===== src/rtl/event_encoder_8x3_pkg.sv =====
// Shared definitions for the 8-line event encoder: widths, FSM states, one-hot helper.
// Latency: n/a (types and constants only).
// Backpressure: n/a.
package event_encoder_8x3_pkg;

  localparam int IDX_W = 3;
  localparam int LINES = 8;

  // Output register state: IDLE means valid=0, HOLD means a code is presented.
  typedef enum logic {
    ST_IDLE = 1'b0,
    ST_HOLD = 1'b1
  } state_t;

  // Expand a line index into a single-bit mask over all lines.
  function automatic logic [LINES-1:0] onehot(input logic [IDX_W-1:0] idx);
    logic [LINES-1:0] m;
    m      = '0;
    m[idx] = 1'b1;
    return m;
  endfunction

endpackage


===== src/rtl/event_encoder_8x3_if.sv =====
// Bundle of the encoder's request lines and its valid/ready code output.
// Ports: d (requests), ready (consumer accept) into the encoder; a, valid, pending, overrun out.
// Backpressure: ready is the only flow-control input; a/valid hold while ready=0.
interface event_encoder_8x3_if;
  import event_encoder_8x3_pkg::*;

  logic [LINES-1:0] d;
  logic             ready;
  logic [IDX_W-1:0] a;
  logic             valid;
  logic [LINES-1:0] pending;
  logic             overrun;

  // Encoder side.
  modport slave (
    input  d,
    input  ready,
    output a,
    output valid,
    output pending,
    output overrun
  );

  // Source/consumer side.
  modport master (
    output d,
    output ready,
    input  a,
    input  valid,
    input  pending,
    input  overrun
  );

endinterface


===== src/rtl/event_encoder_8x3_prio_enc.sv =====
// Combinational 8-to-3 priority encoder (module prio_enc_8x3).
// Ports: i_req[7:0] in; o_idx[2:0] winning index, o_any = some request set. Latency: 0 cycles.
// Backpressure: n/a. With no request set, o_idx is 0 and o_any is 0.
module prio_enc_8x3
  import event_encoder_8x3_pkg::*;
#(
  parameter bit HIGH_FIRST = 1'b1
) (
  input  logic [LINES-1:0] i_req,
  output logic [IDX_W-1:0] o_idx,
  output logic             o_any
);

  always_comb begin
    o_idx = '0;
    o_any = |i_req;
    // Later iterations overwrite earlier ones, so scan toward the winning end.
    if (HIGH_FIRST) begin
      for (int i = 0; i < LINES; i++) begin
        if (i_req[i]) o_idx = IDX_W'(i);
      end
    end else begin
      for (int i = LINES - 1; i >= 0; i--) begin
        if (i_req[i]) o_idx = IDX_W'(i);
      end
    end
  end

endmodule


===== src/rtl/event_encoder_8x3.sv =====
// Captures events on 8 request lines and presents one pending event per transfer as a 3-bit code.
// Ports: clk, reset_p (sync, active-high); bus = d/ready in, a/valid/pending/overrun out (all registered).
// Latency: d sampled at edge k -> pending after k -> valid/a after k+1; holds a/valid while ready=0.
module event_encoder_8x3
  import event_encoder_8x3_pkg::*;
#(
  parameter bit HIGH_FIRST = 1'b1,
  parameter bit EDGE_MODE  = 1'b1
) (
  input  logic                 clk,
  input  logic                 reset_p,
  event_encoder_8x3_if.slave   bus
);

  logic [LINES-1:0] r_d_prev;
  logic [LINES-1:0] r_pending;
  logic [IDX_W-1:0] r_a;
  logic             r_overrun;
  state_t           r_state;

  logic [LINES-1:0] w_rise;
  logic             w_accept;
  logic [LINES-1:0] w_clr;
  logic [LINES-1:0] w_nxt;
  logic [LINES-1:0] w_pending_nxt;
  logic             w_overrun_nxt;
  logic [IDX_W-1:0] w_pend_idx;
  logic             w_pend_any;
  logic [IDX_W-1:0] w_nxt_idx;
  logic             w_nxt_any;
  logic [IDX_W-1:0] w_a_nxt;
  state_t           w_state_nxt;

  // Pick for the idle -> hold load.
  prio_enc_8x3 #(.HIGH_FIRST(HIGH_FIRST)) u_prio_pend (
    .i_req (r_pending),
    .o_idx (w_pend_idx),
    .o_any (w_pend_any)
  );

  // Pick for the back-to-back reload after an accept.
  prio_enc_8x3 #(.HIGH_FIRST(HIGH_FIRST)) u_prio_nxt (
    .i_req (w_nxt),
    .o_idx (w_nxt_idx),
    .o_any (w_nxt_any)
  );

  always_comb begin
    w_rise        = EDGE_MODE ? (bus.d & ~r_d_prev) : bus.d;
    w_accept      = (r_state == ST_HOLD) && bus.ready;
    w_clr         = w_accept ? onehot(r_a) : '0;
    // Reload candidates come from the registered pending set only; rises arriving
    // on the accept edge are seen one cycle later through r_pending.
    w_nxt         = r_pending & ~onehot(r_a);
    // Set wins over clear: a fresh rise on the bit being accepted re-arms it.
    w_pending_nxt = (r_pending & ~w_clr) | w_rise;
    w_overrun_nxt = EDGE_MODE ? |(w_rise & r_pending & ~w_clr) : 1'b0;
  end

  // Output FSM next-state / code selection.
  always_comb begin
    w_state_nxt = r_state;
    w_a_nxt     = r_a;
    unique case (r_state)
      ST_IDLE: begin
        if (w_pend_any) begin
          w_a_nxt     = w_pend_idx;
          w_state_nxt = ST_HOLD;
        end
      end
      ST_HOLD: begin
        if (w_accept) begin
          if (w_nxt_any) begin
            w_a_nxt = w_nxt_idx;
          end else begin
            w_state_nxt = ST_IDLE;
          end
        end
      end
      default: w_state_nxt = ST_IDLE;
    endcase
  end

  always_ff @(posedge clk) begin
    if (reset_p) begin
      r_d_prev  <= '0;
      r_pending <= '0;
      r_a       <= '0;
      r_overrun <= 1'b0;
      r_state   <= ST_IDLE;
    end else begin
      r_d_prev  <= bus.d;
      r_pending <= w_pending_nxt;
      r_a       <= w_a_nxt;
      r_overrun <= w_overrun_nxt;
      r_state   <= w_state_nxt;
    end
  end

  assign bus.a       = r_a;
  assign bus.valid   = (r_state == ST_HOLD);
  assign bus.pending = r_pending;
  assign bus.overrun = r_overrun;

endmodule


===== src/flat_wrapper.sv =====
// flat-port wrapper written by rule: the top's interface ports become plain ports
module event_encoder_8x3_flat import event_encoder_8x3_pkg::*;
#(
  parameter bit HIGH_FIRST = 1'b1,
  parameter bit EDGE_MODE  = 1'b1
)
  (clk, reset_p, bus_d, bus_ready, bus_a, bus_valid, bus_pending, bus_overrun);
  event_encoder_8x3_if bus_i ();
  input  logic clk;
  input  logic reset_p;
  input wire logic [$bits(bus_i.d)-1:0] bus_d;
  input wire logic [$bits(bus_i.ready)-1:0] bus_ready;
  output wire logic [$bits(bus_i.a)-1:0] bus_a;
  output wire logic [$bits(bus_i.valid)-1:0] bus_valid;
  output wire logic [$bits(bus_i.pending)-1:0] bus_pending;
  output wire logic [$bits(bus_i.overrun)-1:0] bus_overrun;
  assign bus_i.d = bus_d;
  assign bus_i.ready = bus_ready;
  assign bus_a = bus_i.a;
  assign bus_valid = bus_i.valid;
  assign bus_pending = bus_i.pending;
  assign bus_overrun = bus_i.overrun;
  event_encoder_8x3 #(.HIGH_FIRST(HIGH_FIRST), .EDGE_MODE(EDGE_MODE)) u_core (.clk(clk), .reset_p(reset_p), .bus(bus_i));
endmodule

===== config.mk =====
export PLATFORM = sky130hd
export DESIGN_NAME = event_encoder_8x3_flat
export DESIGN_NICKNAME = d
export VERILOG_FILES = /design/src/rtl/event_encoder_8x3_pkg.sv /design/src/rtl/event_encoder_8x3_if.sv /design/src/rtl/event_encoder_8x3_prio_enc.sv /design/src/rtl/event_encoder_8x3.sv /design/src/flat_wrapper.sv
export SDC_FILE = /design/constraint.sdc
export NUM_CORES = 1
export LEC_CHECK = 0
export BUFFER_PORTS_ARGS = -buffer_cell sky130_fd_sc_hd__buf_2
export CAP_MARGIN = 20
export CELL_PAD_IN_SITES_DETAIL_PLACEMENT = 0
export CELL_PAD_IN_SITES_GLOBAL_PLACEMENT = 1
export CORE_ASPECT_RATIO = 2
export CORE_MARGIN = 3
export CORE_UTILIZATION = 35
export DETAILED_ROUTE_END_ITERATION = 10
export GPL_ROUTABILITY_DRIVEN = 0
export GPL_TIMING_DRIVEN = 0
export HOLD_SLACK_MARGIN = 0.02
export MAX_ROUTING_LAYER = met4
export PLACE_DENSITY = 0.68
export SLEW_MARGIN = 20
export SYNTH_ARGS = -nofsm -noshare
export SYNTH_HDL_FRONTEND = slang
export SYNTH_SLANG_ARGS = --single-unit
export TNS_END_PERCENT = 1

===== constraint.sdc =====
create_clock -name clk -period 3.1 [get_ports clk]
set_clock_uncertainty 0.1 [all_clocks]
set_input_delay 0.62 -clock clk [delete_from_list [all_inputs] [get_ports clk]]
set_output_delay 0.62 -clock clk [all_outputs]
set_load 0.02 [all_outputs]

==> results of run 1 <==
[stage by stage]
step | setup WS [ns] | utilization | cell area (um2)
floorplan | 1.03 | - | 1120
global placement | 0.980 | 0.424 | 1280
CTS | 0.955 | 0.439 | 1320
finish | 0.964 | 0.439 | 1320
detailed placement | 0.973 | 0.424 | 1280
global route | 0.813 | 0.439 | 1320
[cells by family (layout without fill, tap and decap cells)]
logic type	Yosys count	in the layout	share of synthesized area
buffers and inverters	12	39	0.0612
AND/OR/NAND/NOR	46	46	0.223
flip-flops	21	21	0.374
AO/OA/AOI/OAI	44	44	0.292
multiplexers	5	5	0.0501
[worst max-delay path by stage]
stage	start	to	slack, ns	cells past startpoint
floorplan	u_core.bus.a[0]$_SDFFE_PP0P_	u_core.bus.a[1]$_SDFFE_PP0P_	1.03	6
global placement	u_core.bus.a[2]$_SDFFE_PP0P_	u_core.bus.a[0]$_SDFFE_PP0P_	0.98	6
detailed placement	u_core.bus.a[0]$_SDFFE_PP0P_	u_core.bus.a[0]$_SDFFE_PP0P_	0.97	6
CTS	u_core.bus.a[0]$_SDFFE_PP0P_	u_core.bus.a[1]$_SDFFE_PP0P_	0.95	6
global route	u_core.bus.a[2]$_SDFFE_PP0P_	u_core.bus.a[1]$_SDFFE_PP0P_	0.81	6
finish	u_core.bus.a[0]$_SDFFE_PP0P_	u_core.bus.a[0]$_SDFFE_PP0P_	0.96	6
[synthesized netlist by cell type, drive strengths merged]
| library cell | count |
|---|---|
| and2 | 1 |
| nand2b | 10 |
| o22a | 2 |
| inv | 4 |
| o311ai | 1 |
| o21ai | 10 |
| a41o | 3 |
| nor2 | 10 |
| o22ai | 6 |
| nand3 | 4 |
| o41ai | 1 |
| a31oi | 3 |
| or2b | 1 |
| mux2 | 2 |
| a21oi | 10 |
| a211oi | 2 |
| dfxtp | 21 |
| a311o | 1 |
| o2bb2ai | 1 |
| nand2 | 5 |
| a2111oi | 1 |
| or2 | 1 |
| a21boi | 1 |
| nor4 | 3 |
| a221oi | 1 |
| mux2i | 3 |
| nand3b | 2 |
| nor2b | 9 |
| buf | 4 |
| clkbuf | 4 |
| o311a | 1 |
[layout by cell type (no fill, tap or decap), drive strengths merged]
cell type and n:
o21ai 10, o2bb2ai 1, clkbuf 8, dfxtp 21
a2111oi 1, o311ai 1, a21oi 10, o22a 2
mux2i 3, mux2 2, o41ai 1, nand3b 2
o22ai 6, a41o 3, nand2 5, nand2b 10
a211oi 2, a311o 1, nor4 3, a21boi 1
or2 1, o311a 1, inv 4, a221oi 1
or2b 1, nor2b 9, nor2 10, nand3 4
and2 1, buf 27, a31oi 3
[routing by layer]
metal / global-route usage / routed length (um) / vias to the layer above
met2: 0.299 / 1690 / 16
met3: 0.0189 / 74 / 2
met4: 0.0648 / 27 / 0
met1: 0.177 / 1090 / 502
met5: - / 0 / -
li1: - / - / 523
[where the power goes]
| group | switching [mW] | total [mW] | internal (mW) |
|---|---|---|---|
| combinational | 0.127 | 0.217 | 0.0895 |
| clock | 0.0850 | 0.176 | 0.0914 |
| sequential | 0.0199 | 0.313 | 0.293 |
[flip-flops by register name (all words and copies together), names as in the netlist]
name                count
u_core.r_d_prev         8
u_core.bus.valid        1
u_core.bus.a            3
u_core.bus.overrun      1
u_core.bus.pending      8
[layout make-up]
| cell class | count | area, um2 | share of cell area |
|---|---|---|---|
| clock buffer | 4 | 45.0 | 0.0341 |
| buffer | 8 | 53.8 | 0.0407 |
| timing repair buffer | 23 | 115 | 0.0871 |
| tap | 30 | 37.5 | 0.0284 |
| multi-input combinational | 95 | 634 | 0.480 |
| inverter | 4 | 15.0 | 0.0114 |
| sequential | 21 | 420 | 0.318 |
[worst min-delay path: cells and delay by family, from the launching register on]
family	cells	cell delay, ns
flip-flops	1	0.30
AND/OR/NAND/NOR	1	0.11
AO/OA/AOI/OAI	1	0.06
==> impl_results.md, run 1 <==
- DR iter-0 viols: 9
- Global-route wire length before repair: 4770 um
- Worst vdd ir: 0.381 mV
- CTS clk-pin slew, worst paths: ~0.07 ns
- Root buffer cell: clkbuf_8
- WL per Instance: roughly 16 um
- Clock Sink Count: 21
- Synth warnings: 0
- Layout area overhead: 17.6%
- Final wirelength: just under 3000 um
- CP Class: flop to flop
- Die area: roughly 0.0040 mm2
- Total power: slightly above 0.7 mW
- Worst path buffer plus inverter count: 1
- WHS: 0.420 ns
- Minimum clock period: ~2.1 ns
- Peak fanout along the critical path: 10
- Syn Nets: roughly 140
- Routed vias: around 1000
- Drt pass-1 iters: 4
- Post-Syn Area per Cell: slightly below 9 um2
- Total track usage: 0.168
- Final setup violation count: 0
- Hold path start: u_core.r_d_prev[4]$_SDFF_PP0_
- Slew margin rel.: 0.670
- Die W: 46.1 um
- Number of nets with antenna violations after routing: 0
- Total CTS buffers: 3
- Status: finished clean
- Cell taking the most area after synthesis: dfxtp_1
- Setup Total Neg Slack: 0 ns
- N_diodes: 0
- Max-slew violations: 0
- Starting Density: 0.373
- H-tree levels: 1
- Critical R2R Capture: u_core.bus.a[0]$_SDFFE_PP0P_
- # fillers: 344
- CP Launch Type: flop
- Final Hold Fails: 0
- Final period util: 0.689
- Initial antenna violation count: 0
- HPWL Detailed: ~2300 um
- Worst reg-to-reg path cell count: 6
- Num rows: 28
- #FFs+latches synth: 21
- RSZ-0062 raised after global routing: no
- Crit path cell chain: buf_6 > mux2_4 > o22a_2 > o41ai_4 > a221oi_1 > a41o_1
- Post-synth top area share: 0.374
- Placed Cells: ~180
- IO Count: 24
- Core area: 0.00301 mm2
- Synth cell types: 35
- Hold path endpoint: u_core.bus.pending[4]$_SDFF_PP0_
- Largest net degree at the start of global routing: 12
- Non-Filler Instances: 185
- Cell Area, Synth: between 0.001 and 0.0015 mm2
- Later-pin clock latency in the skew report: 0.25 ns
- Critical R2R Launch: u_core.bus.a[0]$_SDFFE_PP0P_
- Vias per cell: ~5.6
- Leakage: around 0.55 nW
- CTS tree: done
- FF-to-FF setup slack: between 0.9 and 1 ns
- Vias in the first global route: roughly 1000
- Gate Count Post-Synth: 128
- Crit path max-delay cell type: o41ai_4
- CP arrival: ~2.2 ns
- Die height: approximately 86 um
- Post-CTS Setup Bufs: 0
- Post-CTS sizing: 0
- Clk buf depth: 2
- Port bufs: 23
- Critical path's top delay family: compound AO/OA/AOI/OAI gates
- Gr ovfl total: 0
- Worst min-delay path class: flop to flop
- Ratio of cells with drive above 1 in the final layout: 0.252
- Max incr delay on CP: about 0.46 ns
- NumNets Final: ~170
- Max_cap viols: 0
- # DRC: 0
- Post-synthesis sequential area ratio: 0.374
- Hold Buf Count CTS: 0
- Setup crit end kind: flop
- Worst-Margin Slew: 0.495 ns
- Data required, critical path: roughly 3.2 ns
- Hold Path Cell Cnt: 2
- Fmax achieved: 0.468 GHz
- Largest cells by area after synthesis: dfxtp_1, nand2b_1, nor2b_1
- Pwr/cell area: roughly 530 mW/mm2
No activity file was read; power rests on OpenSTA's default activity.
==> run 2: changes to the inputs <==
--- a/config.mk
+++ b/config.mk
@@ -5,19 +5,20 @@
 export SDC_FILE = /design/constraint.sdc
 export NUM_CORES = 1
 export LEC_CHECK = 0
+export ABC_AREA = 1
 export BUFFER_PORTS_ARGS = -buffer_cell sky130_fd_sc_hd__buf_2
 export CAP_MARGIN = 20
 export CELL_PAD_IN_SITES_DETAIL_PLACEMENT = 0
 export CELL_PAD_IN_SITES_GLOBAL_PLACEMENT = 1
 export CORE_ASPECT_RATIO = 2
 export CORE_MARGIN = 3
-export CORE_UTILIZATION = 35
+export CORE_UTILIZATION = 32
 export DETAILED_ROUTE_END_ITERATION = 10
 export GPL_ROUTABILITY_DRIVEN = 0
 export GPL_TIMING_DRIVEN = 0
 export HOLD_SLACK_MARGIN = 0.02
 export MAX_ROUTING_LAYER = met4
-export PLACE_DENSITY = 0.68
+export PLACE_DENSITY = 0.71
 export SLEW_MARGIN = 20
 export SYNTH_ARGS = -nofsm -noshare
 export SYNTH_HDL_FRONTEND = slang
==> constraint.sdc (replaced) <==
create_clock -name clk -period 1.81 [get_ports clk]
set_clock_uncertainty 0.1 [all_clocks]
set_input_delay 0.362 -clock clk [delete_from_list [all_inputs] [get_ports clk]]
set_output_delay 0.362 -clock clk [all_outputs]
set_load 0.02 [all_outputs]
==> impl_results.md, run 2 <==
- H-tree levels: 1
- Worst reg-to-reg path cell count: 9
- Total track usage: 0.142
- Post-CTS sizing: 0
- Setup crit end kind: flop
- Largest cells by area after synthesis: dfxtp_1, nand2_1, inv_1
- Port bufs: 23
- Highest-count cells in the layout ignoring fill and taps: nand2_1, inv_1, nor2_1
- Largest net degree at the start of global routing: 12
- Placed Cells: 210
- NumNets Final: between 150 and 200
- Post-Syn Area per Cell: ~6.6 um2
- Synth cell types: 19
- Global-route wire length before repair: slightly above 4000 um
- # DRC: 0
- CP Class: flop to flop
- Final setup violation count: 0
- Max_cap viols: 0
- Commonest register cell after synthesis: dfxtp_1
- FF-to-FF setup slack: between 0.2 and 0.25 ns
- Slew margin rel.: 0.651
- CP arrival: 1.60 ns
- Fmax achieved: 0.635 GHz
- Status: finished clean
- Initial antenna violation count: 0
- Data required, critical path: 1.84 ns
- Die height: 86.5 um
- Synth warnings: 0
- Root buffer cell: clkbuf_8
- Post-synth top area share: 0.406
- Setup crit end: u_core.bus.a[0]$_SDFFE_PP0P_
- Worst vdd ir: 0.339 mV
- Top-count cell post-synth: nand2_1
- Hold Path Cell Cnt: 2
- Syn Nets: roughly 170
- Final Hold Fails: 0
- Util after Layout: 0.409
- Ratio of cells with drive above 1 in the final layout: 0.196
- Setup Total Neg Slack: 0 ns
- Vias per cell: around 4.8
- HPWL Detailed: roughly 2100 um
- Final wirelength: 2540 um
- Later-pin clock latency in the skew report: roughly 0.26 ns
- Die area: between 0.003 and 0.004 mm2
- Placed Area: between 0.001 and 0.0015 mm2
- Pwr/cell area: 976 mW/mm2
- Minimum clock period: 1.57 ns
- Non-Filler Instances: 214
- Drt pass-1 iters: 4
- Final period util: 0.870
- Die W: between 40 and 50 um
- WL per Instance: 11.9 um
- Clk buf depth: 2
- Critical path origin: u_core.bus.a[0]$_SDFFE_PP0P_
- Peak fanout along the critical path: 8
- N_diodes: 0
- Routed vias: around 1000
- Vias in the first global route: 975
- Post-CTS Setup Bufs: 0
- Worst min-delay path class: input port to flop
- Clock Sink Count: 21
- Critical R2R Launch: u_core.bus.a[0]$_SDFFE_PP0P_
- DR iter-0 viols: 26
- Total CTS buffers: 3
- Most frequent cells after synthesis: nand2_1, inv_1, nor2_1
- Leakage: 0.670 nW
- Most common cell after layout, fill and taps aside: nand2_1
- Num rows: 28
- Cell Area, Synth: approximately 0.0010 mm2
- Max-slew violations: 0
- Number of nets with antenna violations after routing: 0
- CTS clk-pin slew, worst paths: approximately 0.070 ns
- Worst-Margin Slew: approximately 0.52 ns
- CTS tree: done
- #FFs+latches synth: 21
- RSZ-0062 raised after global routing: no
- Critical R2R Capture: u_core.bus.a[0]$_SDFFE_PP0P_
- Layout area overhead: 19.1%
- CP Launch Type: flop
- Core area: approximately 0.003 mm2
- Post-synth EDFFs: 0
- Starting Density: 0.344
- Gr ovfl total: 0
- Post-synthesis sequential area ratio: 0.406
- Cell taking the most area after synthesis: dfxtp_1
- Gate Count Post-Synth: ~160
- Ys async rst share: 0
- Hold Buf Count CTS: 0
- Fin area: 0.00123 mm2
- IO Count: 24
run 2: cell count changes after synthesis, moves of 4 or more:
cell      delta
a21oi_1      -4
inv_1       +25
nand2_1     +26
nand2_2      +4
nand2b_1    -10
nand3_1      +4
nor2_1      +15
nor2b_1      -9
o21ai_0     +10
o22ai_1      -6
run 2: report_power, final:
group / internal [mW] / switching [mW]
Combinational: 0.120 / 0.227
Clock: 0.157 / 0.148
Sequential: 0.507 / 0.0454
Total: 0.783 / 0.420
run 2: cell families (layout without fill, tap and decap cells):
logic type | after synthesis | in the layout | synth area share
DFF | 21 | 21 | 0.406
and+or+nand+nor | 73 | 73 | 0.309
AOI/OAI and AO/OA | 32 | 32 | 0.173
buffers and inverters | 31 | 58 | 0.112
run 2: worst min-delay path by stage:
stage,slack [ns],end,from
2_1_floorplan,0.33,u_core.bus.overrun$_SDFF_PP0_,reset_p
3_3_place_gp,0.40,u_core.bus.valid$_SDFF_PP0_,u_core.bus.valid$_SDFF_PP0_
3_5_place_dp,0.42,u_core.bus.valid$_SDFF_PP0_,u_core.bus.valid$_SDFF_PP0_
4_1_cts,0.18,u_core.bus.overrun$_SDFF_PP0_,reset_p
5_1_grt,0.18,u_core.bus.overrun$_SDFF_PP0_,reset_p
6_report,0.19,u_core.bus.overrun$_SDFF_PP0_,reset_p
run 2: stage by stage:
step	hold slack (ns)	setup slack (ns)	total power, mW
after floorplan	0.331	0.295	0.807
after global placement	0.404	0.246	0.907
after detailed placement	0.422	0.218	0.915
after CTS	0.178	0.205	1.22
after global routing	0.179	0.0926	1.29
final	0.186	0.236	1.20
run 2: layout make-up:
class	count	area [um2]
timing repair buffer	23	115
clock buffer	4	45.0
fill	334	1780
tap	30	37.5
multi-input combinational	105	499
inverter	30	113
buffer	1	3.75
sequential	21	420
run 2: worst max-delay path: stages (launching register included):
cell,delay (ns)
dfxtp_1,0.48
nand3_1,0.16
nand2_1,0.11
nand2_2,0.08
nor2_4,0.14
nand3_2,0.11
nand2_4,0.10
nor2_1,0.04
nand2_1,0.06
a21oi_2,0.05
run 2: metal layers:
metal	vias to the layer above	global-route usage	part of all wire
li1	542	-	-
met1	463	0.134	0.37
met2	16	0.265	0.58
met3	4	0.0208	0.030
met4	0	0.0544	0.016
met5	-	-	0
==> run 3: changes to the inputs <==
--- a/config.mk
+++ b/config.mk
@@ -6,19 +6,19 @@
 export NUM_CORES = 1
 export LEC_CHECK = 0
 export ABC_AREA = 1
-export BUFFER_PORTS_ARGS = -buffer_cell sky130_fd_sc_hd__buf_2
 export CAP_MARGIN = 20
 export CELL_PAD_IN_SITES_DETAIL_PLACEMENT = 0
 export CELL_PAD_IN_SITES_GLOBAL_PLACEMENT = 1
 export CORE_ASPECT_RATIO = 2
 export CORE_MARGIN = 3
-export CORE_UTILIZATION = 32
+export CORE_UTILIZATION = 35
 export DETAILED_ROUTE_END_ITERATION = 10
+export DONT_BUFFER_PORTS = 1
 export GPL_ROUTABILITY_DRIVEN = 0
 export GPL_TIMING_DRIVEN = 0
 export HOLD_SLACK_MARGIN = 0.02
 export MAX_ROUTING_LAYER = met4
-export PLACE_DENSITY = 0.71
+export PLACE_DENSITY = 0.66
 export SLEW_MARGIN = 20
 export SYNTH_ARGS = -nofsm -noshare
 export SYNTH_HDL_FRONTEND = slang
==> impl_results.md, run 3 (synthesized netlist as in run 2, its figures left out) <==
- Drt pass-1 iters: 4
- Placed Area: between 0.001 and 0.0015 mm2
- Die height: 82.9 um
- WHS: about 0.070 ns
- Clock power share: 0.258
- Ratio of cells with drive above 1 in the final layout: 0.0994
- Starting Density: 0.369
- CTS tree: done
- Final Hold Fails: 0
- Sequential share of power: 0.521
- Placed Cells: 186
- Layout area overhead: 8.21%
- Later-pin clock latency in the skew report: about 0.25 ns
- Most common cell after layout, fill and taps aside: nand2_1
- Number of nets with antenna violations after routing: 0
- Clock Sink Count: 21
- Crit path max-delay cell type: dfxtp_1
- Worst-Margin Slew: approximately 0.50 ns
- Initial antenna violation count: 0
- CTS clk-pin slew, worst paths: 0.07 ns
- Status: finished clean
- Final period util: 0.909
- Sw Ratio: 0.351
- Num rows: 27
- NumNets Final: between 150 and 200
- Pwr/cell area: 1040 mW/mm2
- Core area: roughly 0.0028 mm2
- Fmax achieved: slightly above 0.6 GHz
- Clk buf depth: 2
- Setup Total Neg Slack: 0 ns
- NetSw: 0.408 mW
- Post-CTS sizing: 0
- Data required, critical path: 1.84 ns
- Largest net degree at the start of global routing: 12
- Die area: 0.00369 mm2
- FF-to-FF setup slack: between 0.15 and 0.2 ns
- HPWL Detailed: roughly 2000 um
- Worst vdd ir: 0.503 mV
- Root buffer cell: clkbuf_8
- Crit path cell chain: nor2_1 > nand2_1 > o21ai_0 > nand2_2 > nand2_4 > nor2_1 > nand2_1 > a21oi_2
- Peak fanout along the critical path: 6
- CP Launch Type: flop
- IO Count: 24
- Final setup violation count: 0
- CP arrival: ~1.7 ns
- Slew margin rel.: 0.664
- Leakage: approximately 0.57 nW
- Post-CTS Setup Bufs: 0
- Highest-count cells in the layout ignoring fill and taps: nand2_1, inv_1, nor2_1
- WL per Instance: between 10 and 15 um
- Final wirelength: around 2400 um
- Worst min-delay path class: input port to flop
- Hold Buf Count CTS: 0
- Gr ovfl total: 0
- RSZ-0062 raised after global routing: no
- Setup crit end kind: flop
- Port bufs: 0
- CP Class: flop to flop
- Fin area: approximately 0.0011 mm2
- Non-Filler Instances: 190
- Max-slew violations: 0
- Vias per cell: about 5
- # DRC: 0
- Total CTS buffers: 3
- Max incr delay on CP: around 0.4 ns
- N_diodes: 0
- Max_cap viols: 0
- DR iter-0 viols: 27
- Combinational group share of total power: 0.220
- Vias in the first global route: between 900 and 1000
- Internal: 0.756 mW
- Minimum clock period: about 1.6 ns
- Total track usage: 0.145
- Die W: around 44 um
- H-tree levels: 1
- Routed vias: between 900 and 1000
- Global-route wire length before repair: about 3900 um
[run 3: cell types whose count changed in the layout (fill, tap and decap cells not counted)]
cell / delta
buf_2: -23
dfxtp_1: -3
dfxtp_2: +3
[run 3: worst paths after layout]
kind / startpoint / to / depth (start not counted)
max: u_core.bus.pending[6]$_SDFF_PP0_ / u_core.bus.a[0]$_SDFFE_PP0P_ / 8
min: reset_p / u_core.bus.overrun$_SDFF_PP0_ / 1
max reg2reg: u_core.bus.pending[6]$_SDFF_PP0_ / u_core.bus.a[0]$_SDFFE_PP0P_ / 8
min reg2reg: u_core.r_d_prev[0]$_SDFF_PP0_ / u_core.bus.pending[0]$_SDFF_PP0_ / 3
[run 3: worst max-delay path: cells and delay by family (launching register included)]
| kind | cells | cell delay (ns) |
|---|---|---|
| flops | 1 | 0.41 |
| compound gates | 2 | 0.34 |
| simple gates | 6 | 0.67 |
[run 3: cell type report]
| type | count | area, um2 |
|---|---|---|
| plain buffers | 1 | 3.75 |
| multi-input cells | 105 | 499 |
| clock buffers | 4 | 45.0 |
| well taps | 29 | 36.3 |
| flip-flops and latches | 21 | 424 |
| inverters | 30 | 113 |
| fillers | 321 | 1680 |
[run 3: power by group through the flow]
| stage | clock, mW | sequential, mW | combinational (mW) |
|---|---|---|---|
| floorplan | 0 | 0.599 | 0.208 |
| global placement | 0 | 0.614 | 0.255 |
| detailed placement | 0 | 0.616 | 0.258 |
| CTS | 0.314 | 0.605 | 0.259 |
| global route | 0.329 | 0.614 | 0.302 |
| finish | 0.301 | 0.607 | 0.256 |
[run 3: per-layer routing]
layer	wire length, um	vias to the layer above	part of all wire	track usage
met5	0	-	0	-
li1	-	499	-	-
met3	97	4	0.040	0.0282
met1	919	426	0.38	0.153
met2	1350	21	0.56	0.241
met4	38	0	0.016	0.0742
[run 3: per-stage QoR]
| step | util | setup WS (ns) | total power [mW] |
|---|---|---|---|
| after floorplan | - | 0.295 | 0.807 |
| after global placement | 0.382 | 0.0763 | 0.869 |
| after detailed placement | 0.382 | 0.0666 | 0.874 |
| after CTS | 0.398 | 0.0533 | 1.18 |
| after global routing | 0.400 | 0.0156 | 1.24 |
| final | 0.400 | 0.165 | 1.16 |
